**config.mk**
```make
export PLATFORM = sky130hd
export DESIGN_NAME = write_resp_tracker_flat
export DESIGN_NICKNAME = d
export VERILOG_FILES = /design/src/rtl/write_resp_tracker_pkg.sv /design/src/rtl/write_resp_tracker_if.sv /design/src/rtl/write_resp_tracker_fifo.sv /design/src/rtl/write_resp_tracker.sv /design/src/flat_wrapper.sv
export SDC_FILE = /design/constraint.sdc
export NUM_CORES = 1
export LEC_CHECK = 0
export ABC_AREA = 1
export CORE_MARGIN = 5
export CORE_UTILIZATION = 51
export DETAILED_ROUTE_END_ITERATION = 12
export PLACE_DENSITY = 0.75
export SETUP_SLACK_MARGIN = 0.05
export SLEW_MARGIN = 40
export SYNTH_ARGS = -nofsm -noshare
export SYNTH_HDL_FRONTEND = slang
export SYNTH_SLANG_ARGS = --single-unit
```
**constraint.sdc**
```tcl
create_clock -name ACLK -period 2.35 [get_ports ACLK]
set_clock_uncertainty 0.1 [all_clocks]
set_input_delay 0.705 -clock ACLK [delete_from_list [all_inputs] [get_ports ACLK]]
set_output_delay 0.705 -clock ACLK [all_outputs]
set_load 0.005 [all_outputs]
```
**src/rtl/write_resp_tracker_pkg.sv**
```systemverilog
// Shared types and helpers for the ordered write-response tracker.
// Holds the AXI bresp encodings, the tracker FSM states and the response-merge rule.
package write_resp_pkg;

  localparam logic [1:0] OKAY   = 2'b00;
  localparam logic [1:0] EXOKAY = 2'b01;
  localparam logic [1:0] SLVERR = 2'b10;
  localparam logic [1:0] DECERR = 2'b11;

  typedef enum logic [1:0] {
    IDLE    = 2'd0,
    COLLECT = 2'd1,
    DELIVER = 2'd2
  } state_e;

  // The encodings are ordered by severity, so the merge is a plain unsigned max.
  function automatic logic [1:0] resp_merge(input logic [1:0] a, input logic [1:0] b);
    return (a > b) ? a : b;
  endfunction

endpackage

```
**src/rtl/write_resp_tracker_if.sv**
```systemverilog
// Push, slave-side B, master-side B and status signals of the write-response tracker.
// The slave modport is the tracker's view; the master modport is its environment's view.
interface write_resp_tracker_if #(
  parameter int Num_Of_Masters  = 2,
  parameter int Num_Of_Slaves   = 2,
  parameter int Burst_Cnt_Width = 4
);
  localparam int Master_ID_Width = $clog2(Num_Of_Masters);
  localparam int Slaves_ID_Size  = $clog2(Num_Of_Slaves);

  logic                       Wr_Done;
  logic [Master_ID_Width-1:0] Wr_Master_ID;
  logic [Slaves_ID_Size-1:0]  Wr_Slave_ID;
  logic [Burst_Cnt_Width-1:0] Wr_Num_Bursts;
  logic [Num_Of_Slaves-1:0]   S_bvalid;
  logic [2*Num_Of_Slaves-1:0] S_bresp;
  logic [Num_Of_Slaves-1:0]   S_bready;
  logic [Num_Of_Masters-1:0]  M_bvalid;
  logic [1:0]                 M_bresp;
  logic [Num_Of_Masters-1:0]  M_bready;
  logic                       Queue_Full;
  logic                       Queue_Empty;
  logic                       Overflow_Err;

  modport slave (
    input  Wr_Done, Wr_Master_ID, Wr_Slave_ID, Wr_Num_Bursts,
    input  S_bvalid, S_bresp, M_bready,
    output S_bready, M_bvalid, M_bresp, Queue_Full, Queue_Empty, Overflow_Err
  );

  modport master (
    output Wr_Done, Wr_Master_ID, Wr_Slave_ID, Wr_Num_Bursts,
    output S_bvalid, S_bresp, M_bready,
    input  S_bready, M_bvalid, M_bresp, Queue_Full, Queue_Empty, Overflow_Err
  );
endinterface

```
**src/rtl/write_resp_tracker_fifo.sv**
```systemverilog
// Synchronous FIFO of outstanding write entries with head and next-head read ports.
// Fullness is judged before a same-cycle pop; a push while full is dropped and flagged sticky.
module resp_track_fifo #(
  parameter int Depth = 4,
  parameter int Width = 8
) (
  input  logic             clk,
  input  logic             rst,
  input  logic             push,
  input  logic             pop,
  input  logic [Width-1:0] din,
  output logic [Width-1:0] dout,
  output logic [Width-1:0] next_dout,
  output logic [$clog2(Depth):0] count,
  output logic             full,
  output logic             empty,
  output logic             overflow
);
  localparam int AW = $clog2(Depth);

  logic [Width-1:0] mem [Depth];
  logic [AW:0]      wr_ptr_q, wr_ptr_d;
  logic [AW:0]      rd_ptr_q, rd_ptr_d;
  logic             ovf_q, ovf_d;
  logic             do_push, do_pop;
  logic [AW-1:0]    rd_next_idx;

  assign count       = wr_ptr_q - rd_ptr_q;
  assign full        = (count == (AW+1)'(Depth));
  assign empty       = (count == '0);
  assign do_push     = push & ~full;
  assign do_pop      = pop & ~empty;
  assign rd_next_idx = rd_ptr_q[AW-1:0] + AW'(1);
  assign dout        = mem[rd_ptr_q[AW-1:0]];
  assign next_dout   = mem[rd_next_idx];
  assign overflow    = ovf_q;

  // NOTE: every variable gets a default before any condition so no latch is inferred.
  always_comb begin
    wr_ptr_d = wr_ptr_q + (AW+1)'(do_push);
    rd_ptr_d = rd_ptr_q + (AW+1)'(do_pop);
    ovf_d    = ovf_q | (push & full);
  end

  // NOTE: sequential state uses non-blocking assignments so all flops update together.
  always_ff @(posedge clk or posedge rst) begin
    if (rst) begin
      wr_ptr_q <= '0;
      rd_ptr_q <= '0;
      ovf_q    <= 1'b0;
    end else begin
      wr_ptr_q <= wr_ptr_d;
      rd_ptr_q <= rd_ptr_d;
      ovf_q    <= ovf_d;
    end
  end

  // NOTE: storage is deliberately not reset; the pointers alone decide which words are valid.
  always_ff @(posedge clk) begin
    if (do_push) mem[wr_ptr_q[AW-1:0]] <= din;
  end

endmodule

```
**src/rtl/write_resp_tracker.sv**
```systemverilog
// Ordered write-response tracker: accepts B responses only from the head entry's slave,
// merges split bursts by severity and returns one response to the owning master.
module write_resp_tracker
  import write_resp_pkg::*;
#(
  parameter int Num_Of_Masters  = 2,
  parameter int Master_ID_Width = $clog2(Num_Of_Masters),
  parameter int Num_Of_Slaves   = 2,
  parameter int Slaves_ID_Size  = $clog2(Num_Of_Slaves),
  parameter int Depth           = 4,
  parameter int Burst_Cnt_Width = 4
) (
  input  logic                 ACLK,
  input  logic                 ARESETN,
  write_resp_tracker_if.slave  bus
);
  localparam int EntW   = Master_ID_Width + Slaves_ID_Size + Burst_Cnt_Width;
  localparam int SlvLsb = Burst_Cnt_Width;
  localparam int MstLsb = Burst_Cnt_Width + Slaves_ID_Size;
  localparam int CntW   = $clog2(Depth) + 1;

  logic [EntW-1:0] push_ent, head_ent, next_ent, load_ent;
  logic [CntW-1:0] fifo_count;
  logic            fifo_full, fifo_empty, fifo_ovf;
  logic            pop, load;
  logic [1:0]      slave_resp;
  logic [Slaves_ID_Size-1:0]  ld_slave;
  logic [Burst_Cnt_Width-1:0] ld_nb;

  state_e                     state_q, state_d;
  logic [Burst_Cnt_Width-1:0] cnt_q, cnt_d;
  logic [1:0]                 acc_q, acc_d;
  logic [Master_ID_Width-1:0] head_master_q, head_master_d;
  logic [Slaves_ID_Size-1:0]  head_slave_q, head_slave_d;
  logic [Num_Of_Slaves-1:0]   s_bready_q, s_bready_d;
  logic [Num_Of_Masters-1:0]  m_bvalid_q, m_bvalid_d;
  logic [1:0]                 m_bresp_q, m_bresp_d;

  assign push_ent   = {bus.Wr_Master_ID, bus.Wr_Slave_ID, bus.Wr_Num_Bursts};
  assign slave_resp = bus.S_bresp[2*head_slave_q +: 2];

  resp_track_fifo #(.Depth(Depth), .Width(EntW)) u_fifo (
    .clk       (ACLK),
    .rst       (ARESETN),
    .push      (bus.Wr_Done),
    .pop       (pop),
    .din       (push_ent),
    .dout      (head_ent),
    .next_dout (next_ent),
    .count     (fifo_count),
    .full      (fifo_full),
    .empty     (fifo_empty),
    .overflow  (fifo_ovf)
  );

  always_comb begin
    state_d       = state_q;
    cnt_d         = cnt_q;
    acc_d         = acc_q;
    head_master_d = head_master_q;
    head_slave_d  = head_slave_q;
    s_bready_d    = s_bready_q;
    m_bvalid_d    = m_bvalid_q;
    m_bresp_d     = m_bresp_q;
    pop           = 1'b0;
    load          = 1'b0;
    load_ent      = '0;
    ld_slave      = '0;
    ld_nb         = '0;

    unique case (state_q)
      IDLE: begin
        if (!fifo_empty) begin
          load     = 1'b1;
          load_ent = head_ent;
        end else if (bus.Wr_Done) begin
          load     = 1'b1;
          load_ent = push_ent;
        end
      end
      COLLECT: begin
        if (bus.S_bvalid[head_slave_q] && s_bready_q[head_slave_q]) begin
          acc_d = resp_merge(acc_q, slave_resp);
          if (cnt_q == Burst_Cnt_Width'(1)) begin
            state_d                   = DELIVER;
            s_bready_d                = '0;
            m_bvalid_d                = '0;
            m_bvalid_d[head_master_q] = 1'b1;
            m_bresp_d                 = acc_d;
          end else begin
            cnt_d = cnt_q - Burst_Cnt_Width'(1);
          end
        end
      end
      DELIVER: begin
        if (bus.M_bready[head_master_q] && m_bvalid_q[head_master_q]) begin
          pop        = 1'b1;
          m_bvalid_d = '0;
          m_bresp_d  = OKAY;
          // The next head is either already queued or arriving this very cycle.
          if (fifo_count > CntW'(1)) begin
            load     = 1'b1;
            load_ent = next_ent;
          end else if (bus.Wr_Done) begin
            load     = 1'b1;
            load_ent = push_ent;
          end else begin
            state_d = IDLE;
          end
        end
      end
      default: state_d = IDLE;
    endcase

    if (load) begin
      ld_slave               = load_ent[SlvLsb +: Slaves_ID_Size];
      ld_nb                  = load_ent[Burst_Cnt_Width-1:0];
      state_d                = COLLECT;
      head_master_d          = load_ent[MstLsb +: Master_ID_Width];
      head_slave_d           = ld_slave;
      cnt_d                  = (ld_nb == '0) ? Burst_Cnt_Width'(1) : ld_nb;
      acc_d                  = OKAY;
      s_bready_d             = '0;
      s_bready_d[ld_slave]   = 1'b1;
    end
  end

  always_ff @(posedge ACLK or posedge ARESETN) begin
    if (ARESETN) begin
      state_q       <= IDLE;
      cnt_q         <= '0;
      acc_q         <= OKAY;
      head_master_q <= '0;
      head_slave_q  <= '0;
      s_bready_q    <= '0;
      m_bvalid_q    <= '0;
      m_bresp_q     <= OKAY;
    end else begin
      state_q       <= state_d;
      cnt_q         <= cnt_d;
      acc_q         <= acc_d;
      head_master_q <= head_master_d;
      head_slave_q  <= head_slave_d;
      s_bready_q    <= s_bready_d;
      m_bvalid_q    <= m_bvalid_d;
      m_bresp_q     <= m_bresp_d;
    end
  end

  assign bus.S_bready     = s_bready_q;
  assign bus.M_bvalid     = m_bvalid_q;
  assign bus.M_bresp      = m_bresp_q;
  assign bus.Queue_Full   = fifo_full;
  assign bus.Queue_Empty  = fifo_empty;
  assign bus.Overflow_Err = fifo_ovf;

endmodule

```
**src/flat_wrapper.sv**
```systemverilog
// flat-port wrapper written by rule: the top's interface ports become plain ports
module write_resp_tracker_flat import write_resp_pkg::*;
#(
  parameter int Num_Of_Masters  = 2,
  parameter int Master_ID_Width = $clog2(Num_Of_Masters),
  parameter int Num_Of_Slaves   = 2,
  parameter int Slaves_ID_Size  = $clog2(Num_Of_Slaves),
  parameter int Depth           = 4,
  parameter int Burst_Cnt_Width = 4
)
  (ACLK, ARESETN, bus_Wr_Done, bus_Wr_Master_ID, bus_Wr_Slave_ID, bus_Wr_Num_Bursts, bus_S_bvalid, bus_S_bresp, bus_M_bready, bus_S_bready, bus_M_bvalid, bus_M_bresp, bus_Queue_Full, bus_Queue_Empty, bus_Overflow_Err);
  write_resp_tracker_if #(.Num_Of_Masters(Num_Of_Masters), .Num_Of_Slaves(Num_Of_Slaves), .Burst_Cnt_Width(Burst_Cnt_Width)) bus_i ();
  input  logic ACLK;
  input  logic ARESETN;
  input wire logic [$bits(bus_i.Wr_Done)-1:0] bus_Wr_Done;
  input wire logic [$bits(bus_i.Wr_Master_ID)-1:0] bus_Wr_Master_ID;
  input wire logic [$bits(bus_i.Wr_Slave_ID)-1:0] bus_Wr_Slave_ID;
  input wire logic [$bits(bus_i.Wr_Num_Bursts)-1:0] bus_Wr_Num_Bursts;
  input wire logic [$bits(bus_i.S_bvalid)-1:0] bus_S_bvalid;
  input wire logic [$bits(bus_i.S_bresp)-1:0] bus_S_bresp;
  input wire logic [$bits(bus_i.M_bready)-1:0] bus_M_bready;
  output wire logic [$bits(bus_i.S_bready)-1:0] bus_S_bready;
  output wire logic [$bits(bus_i.M_bvalid)-1:0] bus_M_bvalid;
  output wire logic [$bits(bus_i.M_bresp)-1:0] bus_M_bresp;
  output wire logic [$bits(bus_i.Queue_Full)-1:0] bus_Queue_Full;
  output wire logic [$bits(bus_i.Queue_Empty)-1:0] bus_Queue_Empty;
  output wire logic [$bits(bus_i.Overflow_Err)-1:0] bus_Overflow_Err;
  assign bus_i.Wr_Done = bus_Wr_Done;
  assign bus_i.Wr_Master_ID = bus_Wr_Master_ID;
  assign bus_i.Wr_Slave_ID = bus_Wr_Slave_ID;
  assign bus_i.Wr_Num_Bursts = bus_Wr_Num_Bursts;
  assign bus_i.S_bvalid = bus_S_bvalid;
  assign bus_i.S_bresp = bus_S_bresp;
  assign bus_i.M_bready = bus_M_bready;
  assign bus_S_bready = bus_i.S_bready;
  assign bus_M_bvalid = bus_i.M_bvalid;
  assign bus_M_bresp = bus_i.M_bresp;
  assign bus_Queue_Full = bus_i.Queue_Full;
  assign bus_Queue_Empty = bus_i.Queue_Empty;
  assign bus_Overflow_Err = bus_i.Overflow_Err;
  write_resp_tracker #(.Num_Of_Masters(Num_Of_Masters), .Master_ID_Width(Master_ID_Width), .Num_Of_Slaves(Num_Of_Slaves), .Slaves_ID_Size(Slaves_ID_Size), .Depth(Depth), .Burst_Cnt_Width(Burst_Cnt_Width)) u_core (.ACLK(ACLK), .ARESETN(ARESETN), .bus(bus_i));
endmodule
```
## After elaboration in Yosys (flattened, before gate mapping)

Memory sizes are Yosys's and may differ from the RTL's.
Index checks and enable logic that the tools add are counted.

- Register bits after elaboration: 23
- Memory bits (writable): 24
- Bits of input ports: 17
- Output and inout bits: 9
- Word-level logic and storage cells: 114
- Memories kept: 1

- Add/subtract/negate cells: 5
- Order comparisons: 7
- Equal/unequal tests: 14
- Shifts and indexed selects: 1
- Muxes and demuxes: 53
- Bitwise logic cells: 6
- Reductions and logical operators: 16

Memory list:

| memory | depth | width | rd ports | clocked after memory_dff | wr ports | RTL line | source |
|---|---|---|---|---|---|---|---|
| u_core.u_fifo.mem | 4 | 6 | 2 | 0 | 1 | write_resp_tracker_fifo.sv:21 | `logic [Width-1:0] mem [Depth];` |

Operators by type and width:

| operator | count |
|---|---|
| $mux 2 | 19 |
| $mux 6 | 4 |
| $mux 4 | 5 |
| $mux 1 | 18 |
| $pmux 6 s2 | 1 |
| $ne 2x1->1 const B | 5 |
| $ne 3x1->1 const B | 3 |
| $pmux 2 s2 | 2 |
| $reduce_bool 2->1 | 4 |
| $add 3x1->3 | 2 |
| $lt 1x2->1 const B | 3 |
| $ne 3x2->1 const B | 2 |
| $pmux 2 s3 | 1 |
| $reduce_and 3->1 | 2 |
| $reduce_and 6->1 | 1 |
| $eq 4x1->1 const B | 1 |
| $logic_and 1x1->1 | 4 |
| $logic_not 4->1 | 1 |
| $reduce_and 4->1 | 1 |
| $shiftx 4x3->2 | 1 |
| $sub 4x1->4 const B | 1 |
| $and 1x1->1 | 3 |
| $eq 3x3->1 const B | 1 |
| $gt 3x1->1 const B | 1 |
| 13 further kinds | 16 |

## Logic depth before layout (Yosys ltp)

Gate-level depths: netlist of run 1.

- Depth in word-level cells: 10
- Depth in mapped cells: 16
- Mapped depth without buffers: 16

## Modules after synthesis

From an unflattened synthesis of run 1, not the netlist that was laid out.

- Cells, all modules: 324
- Area, all modules: 2681.3 um2

Modules (own cells, without submodules):

| module | times used | cells each | area each (um2) | seq. area each (um2) |
|---|---|---|---|---|
| resp_track_fifo | 1 | 157 | 1547.7 | 895.9 |
| write_resp_tracker | 1 | 167 | 1133.6 | 400.4 |

## Worst setup path before layout of run 1

Ideal clock, no wire load.

- Kind: reg-to-reg
- From: register u_core.u_fifo.wr_ptr_q[0]
- To: memory u_core.u_fifo.mem[0][0] (netlist name), enable pin
- Library setup time: 0.377 ns
- Arrival: 2.045 ns
- Setup slack: -0.172 ns
- Cell stages (with the launch flop): 11
- Cell sequence: dfrtp_1 inv_1 ha_1 fa_1 inv_1 nand3_2 nand2_4 nor2_1 inv_1 nand2_1 nor3_1

- Longest elaborated chain between the ends: 6

RTL lines:

| item | RTL line | source |
|---|---|---|
| start: declaration | write_resp_tracker_fifo.sv:22 | `logic [AW:0] wr_ptr_q, wr_ptr_d;` |
| start signal: assignment | write_resp_tracker_fifo.sv:52 | `wr_ptr_q <= wr_ptr_d;` |
| $sub 3x3->3 | write_resp_tracker_fifo.sv:28 | `assign count = wr_ptr_q - rd_ptr_q;` |
| $eq 3x3->1 | write_resp_tracker_fifo.sv:29 | `assign full = (count == (AW+1)'(Depth));` |
| named net bus_Queue_Full | flat_wrapper.sv:25 | `output wire logic [$bits(bus_i.Queue_Full)-1:0] bus_Queue_Full;` |
| $not 1->1 | write_resp_tracker_fifo.sv:31 | `assign do_push = push & ~full;` |
| $and 1x1->1 | write_resp_tracker_fifo.sv:31 |  |
| $mux 1 | write_resp_tracker_fifo.sv:60 | `if (do_push) mem[wr_ptr_q[AW-1:0]] <= din;` |
| $mux 1 (implied by the code) | write_resp_tracker_fifo.sv:60 |  |
| end: declaration | write_resp_tracker_fifo.sv:21 |  |

The timed path passes the listed nets, and every way through them passes these cells.

## Final worst setup path of run 1

- From: register u_core.u_fifo.wr_ptr_q[0]
- To: output bus_Queue_Empty

- Longest elaborated chain between the ends: 2

RTL lines:

| item | RTL line | source |
|---|---|---|
| $sub 3x3->3 | write_resp_tracker_fifo.sv:28 |  |
| $logic_not 3->1 | write_resp_tracker_fifo.sv:30 | `assign empty = (count == '0);` |
| end: declaration | flat_wrapper.sv:26 | `output wire logic [$bits(bus_i.Queue_Empty)-1:0] bus_Queue_Empty;` |

No other way between the ends.

==> impl_results.md, run 1 <==
- Fmax: 384.5 MHz
- CP Class: register to output port
- WHS: 0.3800 ns
- Core Area: 5107 um^2
- Placed cells: 422
- Worst Path Required: 1.54 ns
- Chip width: 82.49 um
- CP Max Fanout: 2
- Critical-path cell list: inv_2, ha_4, fa_2, nand2_2, clkinv_2, nand3_4, inv_4, buf_6
- Pre-CTS setup slack: -0.3421 ns
- Diode count: 0
- Asr flop ratio synth: 48.94%
- Main synth FF type: edfxtp_1
- Initial core utilization: 52.47%
- Port-buffer cells: 25
- Pre-Repair DR Iteration Count: 4
- Clock H-tree levels: 2
- Initial DRC count: 151
- Area Growth Syn to Fin: 24.74%
- Detail Placement HPWL: 4545 um
- Count of final setup violators: 3
- FP Rows: 26
- Crit path largest cell delay: 0.54 ns
- Die area: 6805 um^2
- Final Core Density: 65.46%
- Synth Instances: 311
- CTS root buffer: clkbuf_8
- Vias in the first global route: 2262
- Startpoint Class: register
- Synth Cell Area: 2680 um^2
- Die H: 82.49 um
- Number of synthesized register bits: 47
- Status: complete, but fails checks
- Post-DRT Antenna Nets: 0
- Via count: 2249
- Clock Sinks: 47
- Share of layout cells above drive strength 1: 21.05%
- WL/cell: 13.89 um
- Syn Area/Cell: 8.618 um^2
- Vias per inst: 5.218
- Layout net count: 388
- Syn Nets: 339
- EDFF count, synth: 24
- Clock transition at the registers of the reported paths: 0.09 ns
- Pwr Density: 1221 nW/um^2
- RSZ-0062 raised after global routing: yes
- Clk buf depth: 2
- Min-Delay Path Class: register to register
- Largest net degree at the start of global routing: 27
- Residual DRC: 0
- Final Wtd Congestion: 0.9033
- Final WS setup: -0.2508 ns
- Tcrit/Tclk final: 110.7%
- Failing checks: setup timing
- Initial antenna violation count: 0
- Worst slew pin tran: 0.4976 ns
- Worst-Skew Late Latency: 0.30 ns
- Final wirelength: 5986 um
- Unique masters post-synth: 33
- Max-slew violations: 0
- Fin cells: 431
- PnR Total Power: 0.004083 W
- Total GRT Usage: 19.67%
- Total CTS buffers: 5
- Sequential element share of the synthesized area: 48.37%
- Crit path DAT: 1.80 ns
- Final min period: 2.601 ns
- Crit-path slowest cell: fa_2
- GRT overflow: 0
- Max-Slew Margin vs Limit: 66.71%
- # IOs: 26
- CP Capture Type: output port
- Layout fillers: 401
- Peak supply drop: 0.0007843 V
- Max-Cap Viols: 0
- CTS tree: yes
- First-pass GRT wire length: 10160 um
- Synth warnings: 0
- Final Hold Vio Count: 0
- Leakage power: 1.555 nW
==> cell usage in the layout, fill, tap and decap left out <==
master,n
nand2_1,67
inv_1,30
nand3_1,29
nor2_1,25
o21ai_0,24
edfxtp_1,24
clkdlybuf4s50_1,23
dfrtp_1,23
buf_4,21
nand2_2,9
a21oi_1,9
ha_1,8
inv_2,7
o22ai_1,6
o21ai_1,5
clkbuf_8,5
o21ai_2,4
inv_4,4
xor2_1,4
o221ai_1,4
nand3_2,3
nand2_4,3
nor2_2,3
nor3_2,3
buf_6,3
bufinv_16,2
nand3b_1,1
clkinv_2,1
nand3_4,1
a21o_1,1
or2_2,1
mux2i_1,1
nor3_4,1
o21bai_1,1
fa_2,1
ha_4,1
ha_2,1
clkinvlp_4,1
buf_2,1
==> final timing paths <==
check                                          start  depth (start not counted)  slack (ns)                   endpoint
setup / recovery           u_core.u_fifo.wr_ptr_q[0]                          8       -0.25            bus_Queue_Empty
hold / removal                u_core.u_fifo.overflow                          1        0.38     u_core.u_fifo.overflow
setup reg to reg           u_core.u_fifo.wr_ptr_q[0]                         12       -0.05  u_core.u_fifo.rd_ptr_q[2]
hold reg to reg               u_core.u_fifo.overflow                          1        0.38     u_core.u_fifo.overflow
max in group asynchronous                    ARESETN                          3        1.26            u_core.cnt_q[3]
min in group asynchronous                    ARESETN                          3        0.64  u_core.u_fifo.wr_ptr_q[1]
==> flip-flops by register name, summed over array words and instances (netlist names) <==
name and flops:
u_core.head_slave_q 1, u_core.bus.S_bready 2, u_core.state_q 2, u_core.u_fifo.wr_ptr_q 3
u_core.head_master_q 1, u_core.u_fifo.rd_ptr_q 3, u_core.u_fifo.mem 24, u_core.cnt_q 4
u_core.bus.M_bvalid 2, u_core.bus.M_bresp 2, u_core.u_fifo.overflow 1, u_core.acc_q 2
==> layer usage <==
layer  GRT usage, %  share of wire [%]  vias to the layer above
li1               -                  -                     1133
met1          24.34                 41                     1042
met2          34.62                 51                       60
met3          3.254                5.5                       14
met4          6.863                2.4                        0
met5              0                  0                        -
==> power by group <==
part	switching (W)	internal, W
Clock	0.000277	0.000424
Combinational	0.00120	0.000889
Sequential	0.000152	0.00114
==> timing repair <==
item / CTS / global route
setup buffers: 0 / 1
pin swaps: 4 / 2
hold buffers: 0 / 0
resized for setup: 10 / 8
endpoints found under the setup margin: 20 / 37
==> area by class of cell <==
class                   count  area (um^2)  area share (%)
clock buffers               5        68.82           2.058
clock inverters             3        67.56           2.021
inverters                  42        168.9           5.052
multi-input cells         216         1227           36.71
flip-flops and latches     47         1296           38.77
well taps                  70        87.58           2.620
repair buffers             48        426.7           12.76
==> kinds of logic after synthesis <==
logic type                 count (synthesis)  share of synthesized area, %
DFF                                       47                         48.37
xor gates and xnor gates                   4                         1.307
buffers and inverters                     48                         7.983
adders and majority gates                 11                         5.416
and+or+nand+nor                          146                         25.02
AOI/OAI and AO/OA                         54                         11.53
muxes                                      1                        0.3735
==> synthesized netlist by cell type, types with 2 or more instances <==
library cell / number / area share, %
nand3_1: 29 / 5.4
nand3_2: 3 / 1.1
o21ai_1: 6 / 1.1
nor2_1: 26 / 3.6
inv_4: 2 / 0.47
nor2_2: 2 / 0.47
edfxtp_1: 24 / 27
nor3_1: 4 / 0.75
o21ai_0: 24 / 4.5
nand2_4: 3 / 1.3
o22ai_1: 6 / 1.4
o21ai_2: 3 / 0.98
inv_1: 33 / 4.6
buf_6: 3 / 1.3
dfrtp_1: 23 / 21
xor2_1: 4 / 1.3
nand2_2: 6 / 1.4
a21oi_1: 9 / 1.7
inv_2: 6 / 0.84
ha_1: 10 / 4.7
nand2_1: 70 / 9.8
o221ai_1: 4 / 1.3
==> critical path, delay by kind of cell, from the launching register on <==
family / cells / cell delay, ns
fa+ha+maj: 2 / 0.69
flops: 1 / 0.37
simple gates: 2 / 0.15
buf+inv: 4 / 0.29
==> metrics by stage <==
step	instance area (um^2)	TNS (ns)
2_1_floorplan	2725	-0.1010
3_3_place_gp	3178	-0.5500
5_1_grt	3343	-0.9229
3_5_place_dp	3178	-0.6858
4_1_cts	3311	-0.5258
6_report	3343	-0.4946
Note: power is estimated with default switching activity, not from simulation.
==> run 2, diff against run 1 <==
--- a/config.mk
+++ b/config.mk
@@ -6,6 +6,7 @@
 export NUM_CORES = 1
 export LEC_CHECK = 0
 export ABC_AREA = 1
+export CAP_MARGIN = 25
 export CORE_MARGIN = 5
 export CORE_UTILIZATION = 51
 export DETAILED_ROUTE_END_ITERATION = 12
==> results of run 2 <==
The final DEF is identical to that of run 1; final timing and power are the same.
==> run 3, diff against run 2 <==
--- a/config.mk
+++ b/config.mk
@@ -10,6 +10,7 @@
 export CORE_MARGIN = 5
 export CORE_UTILIZATION = 51
 export DETAILED_ROUTE_END_ITERATION = 12
+export HOLD_SLACK_MARGIN = 0.06
 export PLACE_DENSITY = 0.75
 export SETUP_SLACK_MARGIN = 0.05
 export SLEW_MARGIN = 40
==> constraint.sdc (replaced) <==
create_clock -name ACLK -period 2.35 [get_ports ACLK]
set_clock_uncertainty 0.1 [all_clocks]
set_input_delay 0.705 -clock ACLK [delete_from_list [all_inputs] [get_ports ACLK]]
set_output_delay 0.705 -clock ACLK [all_outputs]
set_load 0.1 [all_outputs]
==> run 3 against run 2 <==
Net effect: via count rose by 1.7%; the flow still finishes with violations (setup timing); highest routed layer unchanged; global-route usage fell by 0.27 points; sequential share of layout area fell by 0.52 points; wire length fell by 2.4%; combinational power rose by 36%; clock power fell by 15%.
==> impl_results.md, run 3 (synthesis gave the netlist of run 1 again) <==
- FF-to-FF path depth: 16 (+4)
- Die H: 82.49 um (unchanged)
- CP Capture Type: output port
- Clock transition at the registers of the reported paths: 0.08 ns (about the same)
- Total CTS buffers: 5 (unchanged)
- Clock H-tree levels: 2 (unchanged)
- Clk buf depth: 2 (unchanged)
- Clock Sinks: 47 (unchanged)
- Critical-path cell list: ha_4, fa_2, nand2_4, clkinv_4, nand3_4, inv_8, buf_12
- Leakage power: 1.560 nW (+0.32%)
- WL/cell: 13.52 um (-2.7%)
- Diode count: 0 (unchanged)
- Via count: 2287 (+1.7%)
- Startpoint Class: register
- Net Switching: 0.002289 W (+40%)
- Crit path largest cell delay: 0.56 ns (+0.02 ns)
- Final min period: 2.709 ns (+0.1082 ns)
- FF-to-FF End: u_core.cnt_q[0]
- Area Growth Syn to Fin: 26.42%
- First-pass GRT wire length: 10010 um (-1.5%)
- Max-Cap Viols: 0 (unchanged)
- Switching Share: 48.40% (+8.5 points)
- Fin cells: 432 (+0.23%)
- Die area: 6805 um^2 (unchanged)
- CP Max Fanout: 2 (unchanged)
- Cell Int Power: 0.002440 W (-0.52%)
- Failing checks: setup timing
- FF-to-FF Start: u_core.u_fifo.rd_ptr_q[0]
- Port-buffer cells: 25 (unchanged)
- Chip width: 82.49 um (unchanged)
- Status: complete, but fails checks
- Final wirelength: 5840 um (-2.4%)
- CTS Hold Bufs: 0 (unchanged)
- Pwr Density: 1396 nW/um^2 (+14%)
- WHS Path Cells: 1 (unchanged)
- Tcrit/Tclk final: 115.3% (+4.6 points)
- Vias per inst: 5.294 (+1.5%)
- Peak supply drop: 0.001046 V (+33%)
- Initial antenna violation count: 0 (unchanged)
- Crit path from: u_core.u_fifo.rd_ptr_q[0]
- DR top layer: met4
- Crit path buf inv count: 3 (-1)
- Final Core Density: 66.34% (+0.88 points)
- Max-Slew Margin vs Limit: 67.14% (+0.43 points)
- Met3 wire len: 250 um (-25%)
- Pre-Repair DR Iteration Count: 4 (unchanged)
- Hold Crit Endpoint: u_core.u_fifo.overflow
- Final Cell Area: 3388 um^2 (+1.3%)
- Residual DRC: 0 (unchanged)
- Count of final setup violators: 9 (+6)
- CTS root buffer: clkbuf_8
- WL met2: 2969 um (-3.1%)
- R2R Setup Slk: -0.11 ns (-0.06 ns)
- Worst slew pin tran: 0.4878 ns (-0.009801 ns)
- Sequential share of power: 27.3% (-4.3 points)
- Final Wtd Congestion: 0.9541 (+5.6%)
- Vias in the first global route: 2147 (-5.1%)
- Core Area: 5107 um^2 (unchanged)
- WHS: 0.3836 ns (+0.003556 ns)
- Max-slew violations: 0 (unchanged)
- Most frequent cells in the layout: 67 x nand2_1, 30 x inv_1, 30 x buf_4
- Fmax: 369.1 MHz (-4.0%)
- Total GRT Usage: 19.40% (-0.27 points)
- Most common cell after layout, fill and taps aside: nand2_1
- Min-Delay Path Class: register to register
- DP Area: 3166 um^2 (-0.39%)
- Crit path DAT: 1.90 ns (+0.10 ns)
- Worst Path Required: 1.54 ns (about the same)
- WL met1: 2544 um (+4.0%)
- Pre-CTS setup slack: -0.1047 ns (+0.2374 ns)
- Final WS setup: -0.3589 ns (-0.1082 ns)
- Clock network power share: 12.6% (-4.6 points)
- Worst-Skew Late Latency: 0.30 ns (about the same)
- Crit-path slowest cell: fa_2
- Hold Crit Start: u_core.u_fifo.overflow
- CP Class: register to output port
- Detail Placement HPWL: 4502 um (-0.96%)
- Largest net degree at the start of global routing: 27 (unchanged)
- Top delay family on crit path: adder cells
- Final Hold Vio Count: 0 (unchanged)
- Max FFs per register: 24 (unchanged)
- Placed cells: 419 (-0.71%)
- FP Rows: 26 (unchanged)
- Share of layout cells above drive strength 1: 24.03% (+3.0 points)
- Combinational share of power: 60.2% (+9.0 points)
- Post-DRT Antenna Nets: 0 (unchanged)
- Layout net count: 389 (+0.26%)
- GRT overflow: 0 (unchanged)
- Initial core utilization: 52.47% (unchanged)
- # IOs: 26 (unchanged)
- Initial DRC count: 122 (-19%)
- RSZ-0062 raised after global routing: yes
- CTS tree: yes
==> run 3: through the flow <==
step | total power (W) | TNS [ns]
global placement | 0.003900 | -0.1265
detailed placement | 0.003965 | -0.2517
global route | 0.005080 | -2.330
finish | 0.004729 | -0.9527
floorplan | 0.003255 | -6.499
CTS | 0.004592 | -0.7456
==> run 3: cell type report <==
cell class                 count  area, um^2
fill                         419        1719
sequential                    47        1296
multi-input combinational    216        1275
timing repair buffer          49       436.7
inverter                      42       180.2
tap                           70       87.58
clock buffer                   5       68.82
clock inverter                 3       43.79
==> run 3: power groups by stage <==
stage          sequential, W  combinational (W)  clock [W]
3_5_place_dp         0.00131            0.00266          0
4_1_cts              0.00129            0.00270   0.000600
3_3_place_gp         0.00130            0.00260          0
5_1_grt              0.00132            0.00312   0.000633
2_1_floorplan        0.00173            0.00152          0
6_report             0.00129            0.00285   0.000594
==> run 3: worst max path at each step <==
stage / endpoint / cells after the start
2_1_floorplan: u_core.u_fifo.wr_ptr_q[2] / 11
3_3_place_gp: bus_Queue_Empty / 7
3_5_place_dp: u_core.u_fifo.rd_ptr_q[2] / 11
4_1_cts: bus_Queue_Empty / 7
5_1_grt: bus_Queue_Empty / 8
6_report: bus_Queue_Empty / 7
==> run 3: routing by layer <==
| layer | vias to the layer above | track usage [%] |
|---|---|---|
| met5 | - | 0 |
| met4 | 0 | 4.902 |
| met3 | 8 | 3.254 |
| met2 | 57 | 33.41 |
| met1 | 1082 | 25.40 |
| li1 | 1140 | - |
==> run 3: timing repair <==
action | in CTS | in global routing
gates resized for setup | 2 | 15
pin swaps | 2 | 5
endpoints found under the setup margin | 8 | 21
buffers inserted | 0 | 5
hold endpoints to repair | 0 | 0
